--- config.mk ---
export PLATFORM = sky130hd
export DESIGN_NAME = cpu_multicycle_ctrl_flat
export DESIGN_NICKNAME = d
export VERILOG_FILES = /design/src/rtl/cpu_multicycle_ctrl_pkg.sv /design/src/rtl/cpu_multicycle_ctrl_if.sv /design/src/rtl/cpu_multicycle_ctrl_decoder.sv /design/src/rtl/cpu_multicycle_ctrl.sv /design/src/flat_wrapper.sv
export SDC_FILE = /design/constraint.sdc
export NUM_CORES = 1
export LEC_CHECK = 0
export ABC_CLOCK_PERIOD_IN_PS = 1500
export BUFFER_PORTS_ARGS = -buffer_cell sky130_fd_sc_hd__buf_2
export CAP_MARGIN = 20
export CORE_MARGIN = 4
export CORE_UTILIZATION = 41
export CTS_CLUSTER_SIZE = 28
export DETAILED_ROUTE_END_ITERATION = 10
export GPL_TIMING_DRIVEN = 0
export PLACE_DENSITY = 0.75
export SYNTH_ARGS = -nofsm -noshare
export SYNTH_HDL_FRONTEND = slang
export SYNTH_SLANG_ARGS = --single-unit
--- constraint.sdc ---
create_clock -name clk -period 1.5 [get_ports clk]
set_input_delay 0.3 -clock clk [delete_from_list [all_inputs] [get_ports clk]]
set_output_delay 0.3 -clock clk [all_outputs]
set_load 0.005 [all_outputs]
--- src/rtl/cpu_multicycle_ctrl_pkg.sv ---
// Shared types and encodings for the multi-cycle control unit.
// ALU_ADD is also consumed by the ALU.
package cpu_ctrl_pkg;

  typedef enum logic [2:0] {
    IDLE,
    FETCH,
    DECODE,
    EXECUTE,
    WRITEBACK,
    ERROR
  } state_t;

  localparam logic [3:0] COND_AL = 4'b1110;
  localparam logic [3:0] CMD_ADD = 4'b0100;
  localparam logic [1:0] OP_DP   = 2'b00;
  localparam logic [3:0] ALU_ADD = 4'b0000;

  typedef struct packed {
    logic is_al;
    logic is_legal_add;
    logic imm_sel;
    logic set_flags;
  } dec_t;

endpackage

--- src/rtl/cpu_multicycle_ctrl_if.sv ---
// Control/instruction bus between the sequencer and the datapath.
// master = control unit, slave = datapath / instruction memory.
interface cpu_multicycle_ctrl_if;
  logic [31:0] instr;
  logic        imem_ack;
  logic        imem_req;
  logic        ir_en;
  logic        pc_en;
  logic        reg_we;
  logic        alu_src_imm;
  logic [3:0]  alu_control;
  logic        flags_we;

  modport master (
    input  instr, imem_ack,
    output imem_req, ir_en, pc_en, reg_we,
    output alu_src_imm, alu_control, flags_we
  );

  modport slave (
    output instr, imem_ack,
    input  imem_req, ir_en, pc_en, reg_we,
    input  alu_src_imm, alu_control, flags_we
  );
endinterface

--- src/rtl/cpu_multicycle_ctrl_decoder.sv ---
// Field decode of the instruction register for the ADD sequencer.
// Condition is checked separately so non-AL words can be skipped.
module cpu_ctrl_decoder
  import cpu_ctrl_pkg::*;
(
  input  logic [31:0] instr,
  output dec_t        dec
);

  logic unused_bits;
  assign unused_bits = ^{instr[19:16], instr[11:0]};

  always_comb begin
    dec              = '0;
    dec.is_al        = (instr[31:28] == COND_AL);
    dec.is_legal_add = (instr[27:26] == OP_DP)
                    && (instr[24:21] == CMD_ADD)
                    && (instr[15:12] != 4'hF);
    dec.imm_sel      = instr[25];
    dec.set_flags    = instr[20];
  end

endmodule

--- src/rtl/cpu_multicycle_ctrl.sv ---
// Multi-cycle sequencer: FETCH/DECODE/EXECUTE/WRITEBACK for ADD,
// with fetch timeout and sticky trap on unsupported encodings.
module cpu_multicycle_ctrl
  import cpu_ctrl_pkg::*;
#(
  parameter int RETIRE_W    = 16,
  parameter int ACK_TIMEOUT = 15,
  parameter int TMO_W       = 4
) (
  input  logic                clk,
  input  logic                reset,
  input  logic                start,
  input  logic                stop,
  cpu_multicycle_ctrl_if.master bus,
  output logic                busy,
  output logic                illegal,
  output logic [RETIRE_W-1:0] retired
);

  state_t            state, nxt;
  logic [TMO_W-1:0]  wait_cnt;
  logic              stop_pending;
  logic              imm_q;
  logic              s_q;
  dec_t              dec;

  cpu_ctrl_decoder u_dec (
    .instr (bus.instr),
    .dec   (dec)
  );

  always_comb begin
    nxt             = state;
    bus.imem_req    = 1'b0;
    bus.ir_en       = 1'b0;
    bus.pc_en       = 1'b0;
    bus.reg_we      = 1'b0;
    bus.alu_src_imm = 1'b0;
    bus.alu_control = 4'b0000;
    bus.flags_we    = 1'b0;
    busy            = 1'b0;
    illegal         = 1'b0;
    unique case (state)
      IDLE: begin
        if (start) nxt = FETCH;
      end
      FETCH: begin
        busy         = 1'b1;
        bus.imem_req = 1'b1;
        if (bus.imem_ack) begin
          bus.ir_en = 1'b1;
          nxt       = DECODE;
        end else if (wait_cnt == TMO_W'(ACK_TIMEOUT - 1)) begin
          nxt = ERROR;
        end
      end
      DECODE: begin
        busy = 1'b1;
        if (!dec.is_al) begin
          bus.pc_en = 1'b1;
          nxt       = stop_pending ? IDLE : FETCH;
        end else if (!dec.is_legal_add) begin
          nxt = ERROR;
        end else begin
          nxt = EXECUTE;
        end
      end
      EXECUTE: begin
        busy            = 1'b1;
        bus.alu_src_imm = imm_q;
        bus.alu_control = ALU_ADD;
        nxt             = WRITEBACK;
      end
      WRITEBACK: begin
        busy            = 1'b1;
        bus.alu_src_imm = imm_q;
        bus.alu_control = ALU_ADD;
        bus.reg_we      = 1'b1;
        bus.flags_we    = s_q;
        bus.pc_en       = 1'b1;
        nxt             = (stop_pending || stop) ? IDLE : FETCH;
      end
      ERROR: begin
        illegal = 1'b1;
      end
      default: nxt = IDLE;
    endcase
  end

  always_ff @(posedge clk) begin
    if (!reset) begin
      state        <= IDLE;
      wait_cnt     <= '0;
      stop_pending <= 1'b0;
      imm_q        <= 1'b0;
      s_q          <= 1'b0;
      retired      <= '0;
    end else begin
      state <= nxt;
      if (state == FETCH)
        wait_cnt <= bus.imem_ack ? '0 : wait_cnt + 1'b1;
      if (state == DECODE) begin
        imm_q <= dec.imm_sel;
        s_q   <= dec.set_flags;
      end
      // leaving for IDLE always clears, even if stop is seen that cycle
      if (state != IDLE && nxt == IDLE)
        stop_pending <= 1'b0;
      else if (busy && stop)
        stop_pending <= 1'b1;
      if (state == WRITEBACK)
        retired <= retired + 1'b1;
    end
  end

endmodule

--- src/flat_wrapper.sv ---
// flat-port wrapper written by rule: the top's interface ports become plain ports
module cpu_multicycle_ctrl_flat import cpu_ctrl_pkg::*;
#(
  parameter int RETIRE_W    = 16,
  parameter int ACK_TIMEOUT = 15,
  parameter int TMO_W       = 4
)
  (clk, reset, start, stop, busy, illegal, retired, bus_instr, bus_imem_ack, bus_imem_req, bus_ir_en, bus_pc_en, bus_reg_we, bus_alu_src_imm, bus_alu_control, bus_flags_we);
  cpu_multicycle_ctrl_if bus_i ();
  input  logic clk;
  input  logic reset;
  input  logic start;
  input  logic stop;
  output logic busy;
  output logic illegal;
  output logic [RETIRE_W-1:0] retired;
  input wire logic [$bits(bus_i.instr)-1:0] bus_instr;
  input wire logic [$bits(bus_i.imem_ack)-1:0] bus_imem_ack;
  output wire logic [$bits(bus_i.imem_req)-1:0] bus_imem_req;
  output wire logic [$bits(bus_i.ir_en)-1:0] bus_ir_en;
  output wire logic [$bits(bus_i.pc_en)-1:0] bus_pc_en;
  output wire logic [$bits(bus_i.reg_we)-1:0] bus_reg_we;
  output wire logic [$bits(bus_i.alu_src_imm)-1:0] bus_alu_src_imm;
  output wire logic [$bits(bus_i.alu_control)-1:0] bus_alu_control;
  output wire logic [$bits(bus_i.flags_we)-1:0] bus_flags_we;
  assign bus_i.instr = bus_instr;
  assign bus_i.imem_ack = bus_imem_ack;
  assign bus_imem_req = bus_i.imem_req;
  assign bus_ir_en = bus_i.ir_en;
  assign bus_pc_en = bus_i.pc_en;
  assign bus_reg_we = bus_i.reg_we;
  assign bus_alu_src_imm = bus_i.alu_src_imm;
  assign bus_alu_control = bus_i.alu_control;
  assign bus_flags_we = bus_i.flags_we;
  cpu_multicycle_ctrl #(.RETIRE_W(RETIRE_W), .ACK_TIMEOUT(ACK_TIMEOUT), .TMO_W(TMO_W)) u_core (.clk(clk), .reset(reset), .start(start), .stop(stop), .bus(bus_i), .busy(busy), .illegal(illegal), .retired(retired));
endmodule
==> impl_metrics.json <==
{
  "status": "complete, but fails checks",
  "violations": "setup timing",
  "layout_common_cells": "41 x buf_2, 23 x dfxtp_1, 20 x nor2_1",
  "cts_num_sinks": 26,
  "grt_max_degree": 16,
  "drtPass1Iterations": 4,
  "vias": 1379,
  "grt.total_usage_pct": 15.72,
  "holdPathStages": 3,
  "setup_violations": 19,
  "cp_slowest_cell": "or3b_4",
  "tritoncts": "built",
  "worstPathCellList": "buf_6 -> or3b_4 -> inv_2 -> nand2_2 -> inv_2 -> buf_2",
  "area_delta_synth_final_pct": 46.93,
  "report.final.slew_viol_count": 0,
  "layout_commonest_cell": "buf_2",
  "maxCapViolCount": 0,
  "hpwl_um": 2227,
  "synth_seq_area_share_pct": 38.13,
  "clkTransAtPathRegs_ns": 0.15,
  "rsz0062_at_grt": "true",
  "overflow": 0,
  "core_um2": 3128,
  "finalCritPeriodShare_pct": 117.1,
  "hp-start": "bus_instr[20]",
  "worstPathRequired_ns": 1.20,
  "place.port_buffers": 43,
  "critPathTopFamily": "simple AND/OR/NAND/NOR gates",
  "final_area_um2": 2006,
  "ir_drop_v": 0.0007140,
  "fp.dieH_um": 65.70,
  "die_x_um": 65.70,
  "wl_per_cell_um": 12.48,
  "num_rows": 20,
  "gp_congestion": 0.7540,
  "start_kind": "flip-flop",
  "placed_cells": 252,
  "hold-path-endpoint": "u_core.s_q$_SDFFE_PN0P_",
  "start_util_pct": 43.64,
  "critPathCaptureType": "output port",
  "yosysWarnings": 0,
  "cts.path.max_buffers": 2,
  "holdWs_ns": 0.1856,
  "finalCriticalPeriod_ns": 1.756,
  "drive_above_1_share_pct": 41.99,
  "synth_edf_count": 0,
  "drtIter0Drc": 82,
  "antenna_left": 0,
  "ys_ff_latch": 26,
  "slowest_delay_ns": 0.39,
  "rr_startpoint": "u_core.state[2]$_SDFF_PN0_",
  "min_path_type": "primary input to flip-flop",
  "synth.area.top_cells": "dfxtp_1 38%, nor2_1 5.8%, mux2i_1 4.4%, nand2_1 3.6%, xnor2_1 3.2%",
  "antenna_found_initial": 0,
  "power_w": 0.001442,
  "grt_pass1_wl_um": 5506,
  "yosysTopAreaCellShare_pct": 38.13,
  "insertedDiodeCount": 0,
  "fin_nets": 272,
  "viasPerCell": 5.015,
  "clockRootBuffer": "clkbuf_4",
  "instances_no_fill": 275,
  "skew_ns": 0.01392,
  "cts_buffers": 3,
  "cpMostUsedCell": "inv_2",
  "setup_ws_ns": -0.2564,
  "power.density_nw_per_um2": 719.2,
  "regToRegEndpoint": "u_core.wait_cnt[3]$_SDFFE_PN0P_",
  "worst-path-buf-inv": 4,
  "reg2reg_depth": 6,
  "grt_pass1_vias": 1257,
  "fillCellCount": 244,
  "drt-total-wl_um": 3431,
  "max_freq_mhz": 569.3,
  "synthFlopType": "dfxtp_1",
  "power_leakage_nw": 0.9207,
  "dieArea_um2": 4316,
  "htreeDepth": 1,
  "final_util_pct": 64.12,
  "ys_types": 40,
  "synthCells": 162,
  "syn_area_per_cell_um2": 8.426,
  "arrival_ns": 1.46,
  "maxSlewHeadroom_pct": 61.22,
  "io-pin-count": 65,
  "drc": 0,
  "crit_type": "flip-flop to output port",
  "max_slew.worst_pin.slew_ns": 0.5736,
  "place_area_um2": 1647,
  "clk_latency_ns": 0.34,
  "syn_area_um2": 1365,
  "yosysTopAreaCell": "dfxtp_1",
  "ys_async_sr_fraction_pct": 0,
  "ff2ff_setup_slack_ns": -0.20,
  "hold_violations": 0,
  "path_max_fanout": 2
}
Yosys cell counts, types with 4 or more instances:
cell / count
dfxtp_1: 26
xnor2_1: 5
nand2b_1: 5
nand2_1: 13
and3_1: 5
a21oi_1: 8
nand3_1: 7
mux2i_1: 6
clkbuf_1: 4
nand4_1: 4
nor2_1: 21
inv_1: 5
buf_4: 4
xor2_1: 5
worst register-to-register path, delay by kind of cell, from the launching register on:
family	cells	cell delay, ns
and+or+nand+nor	2	0.80
AOI/OAI and AO/OA	1	0.14
buffers and inverters	3	0.37
DFF	1	0.35
cell type report:
cell class	count	area, µm²	share of cell area [%]
tap	44	55.05	2.745
clock inverter	1	30.03	1.497
buffer	11	81.33	4.055
sequential	26	526.8	26.26
multi-input combinational	123	859.6	42.86
timing repair buffer	62	409.1	20.40
inverter	5	21.27	1.061
clock buffer	3	22.52	1.123
sequential cells by signal (all words and copies together), names as in the netlist:
register	count
u_core.retired	16
u_core.wait_cnt	4
u_core.state	3
u_core.imm_q	1
u_core.s_q	1
u_core.stop_pending	1
per-stage QoR:
step	TNS [ns]	worst slack, ns
6_report	-2.297	-0.2564
5_1_grt	-4.013	-0.3216
4_1_cts	-2.061	-0.2628
3_5_place_dp	-1.903	-0.2655
3_3_place_gp	-1.901	-0.2343
2_1_floorplan	0	0.005834
report_power, final:
part           leakage, nW  internal [W]  switching (W)  total [W]
registers            0.212      0.000702      0.0000118   0.000714
logic                0.681      0.000132       0.000102   0.000234
clock network       0.0279      0.000271       0.000224   0.000494
total                0.921       0.00111       0.000337    0.00144
metal layers:
metal	wire, µm	up-vias	global-route usage (%)
met5	0	-	0
met4	0	0	0.2591
met3	243	0	4.786
met2	1699	46	26.66
met1	1488	633	20.69
li1	-	700	-
kinds of logic (layout without fill, tap and decap cells):
family | Yosys count | after routing | synth area share, %
fa+ha+maj | 3 | 3 | 2.750
flops | 26 | 26 | 38.13
buf+inv | 16 | 82 | 5.683
compound gates | 22 | 22 | 10.17
other cells | 1 | 4 | 0.2747
mux | 6 | 6 | 4.400
xor+xnor | 10 | 10 | 6.416
simple gates | 78 | 78 | 32.17
worst max path at each step:
stage / start / endpoint / slack [ns] / cells past startpoint
global placement: u_core.state[0]$_SDFF_PN0_ / u_core.stop_pending$_SDFFE_PP0P_ / -0.23 / 5
finish: u_core.state[2]$_SDFF_PN0_ / bus_ir_en / -0.26 / 6
global route: u_core.state[2]$_SDFF_PN0_ / bus_pc_en / -0.32 / 7
floorplan: u_core.state[2]$_SDFF_PN0_ / u_core.wait_cnt[3]$_SDFFE_PN0P_ / 0.006 / 4
detailed placement: u_core.state[0]$_SDFF_PN0_ / u_core.stop_pending$_SDFFE_PP0P_ / -0.27 / 5
CTS: u_core.state[2]$_SDFF_PN0_ / bus_ir_en / -0.26 / 6
repair_timing:
action,4_1_cts,5_1_grt
buffers inserted,14,6
hold buffers,0,0
gates resized for setup,32,12
pin swaps,7,5
endpoints found under the setup margin,20,25
hold endpoints to repair,0,0
Note: power is estimated with default switching activity, not from simulation.
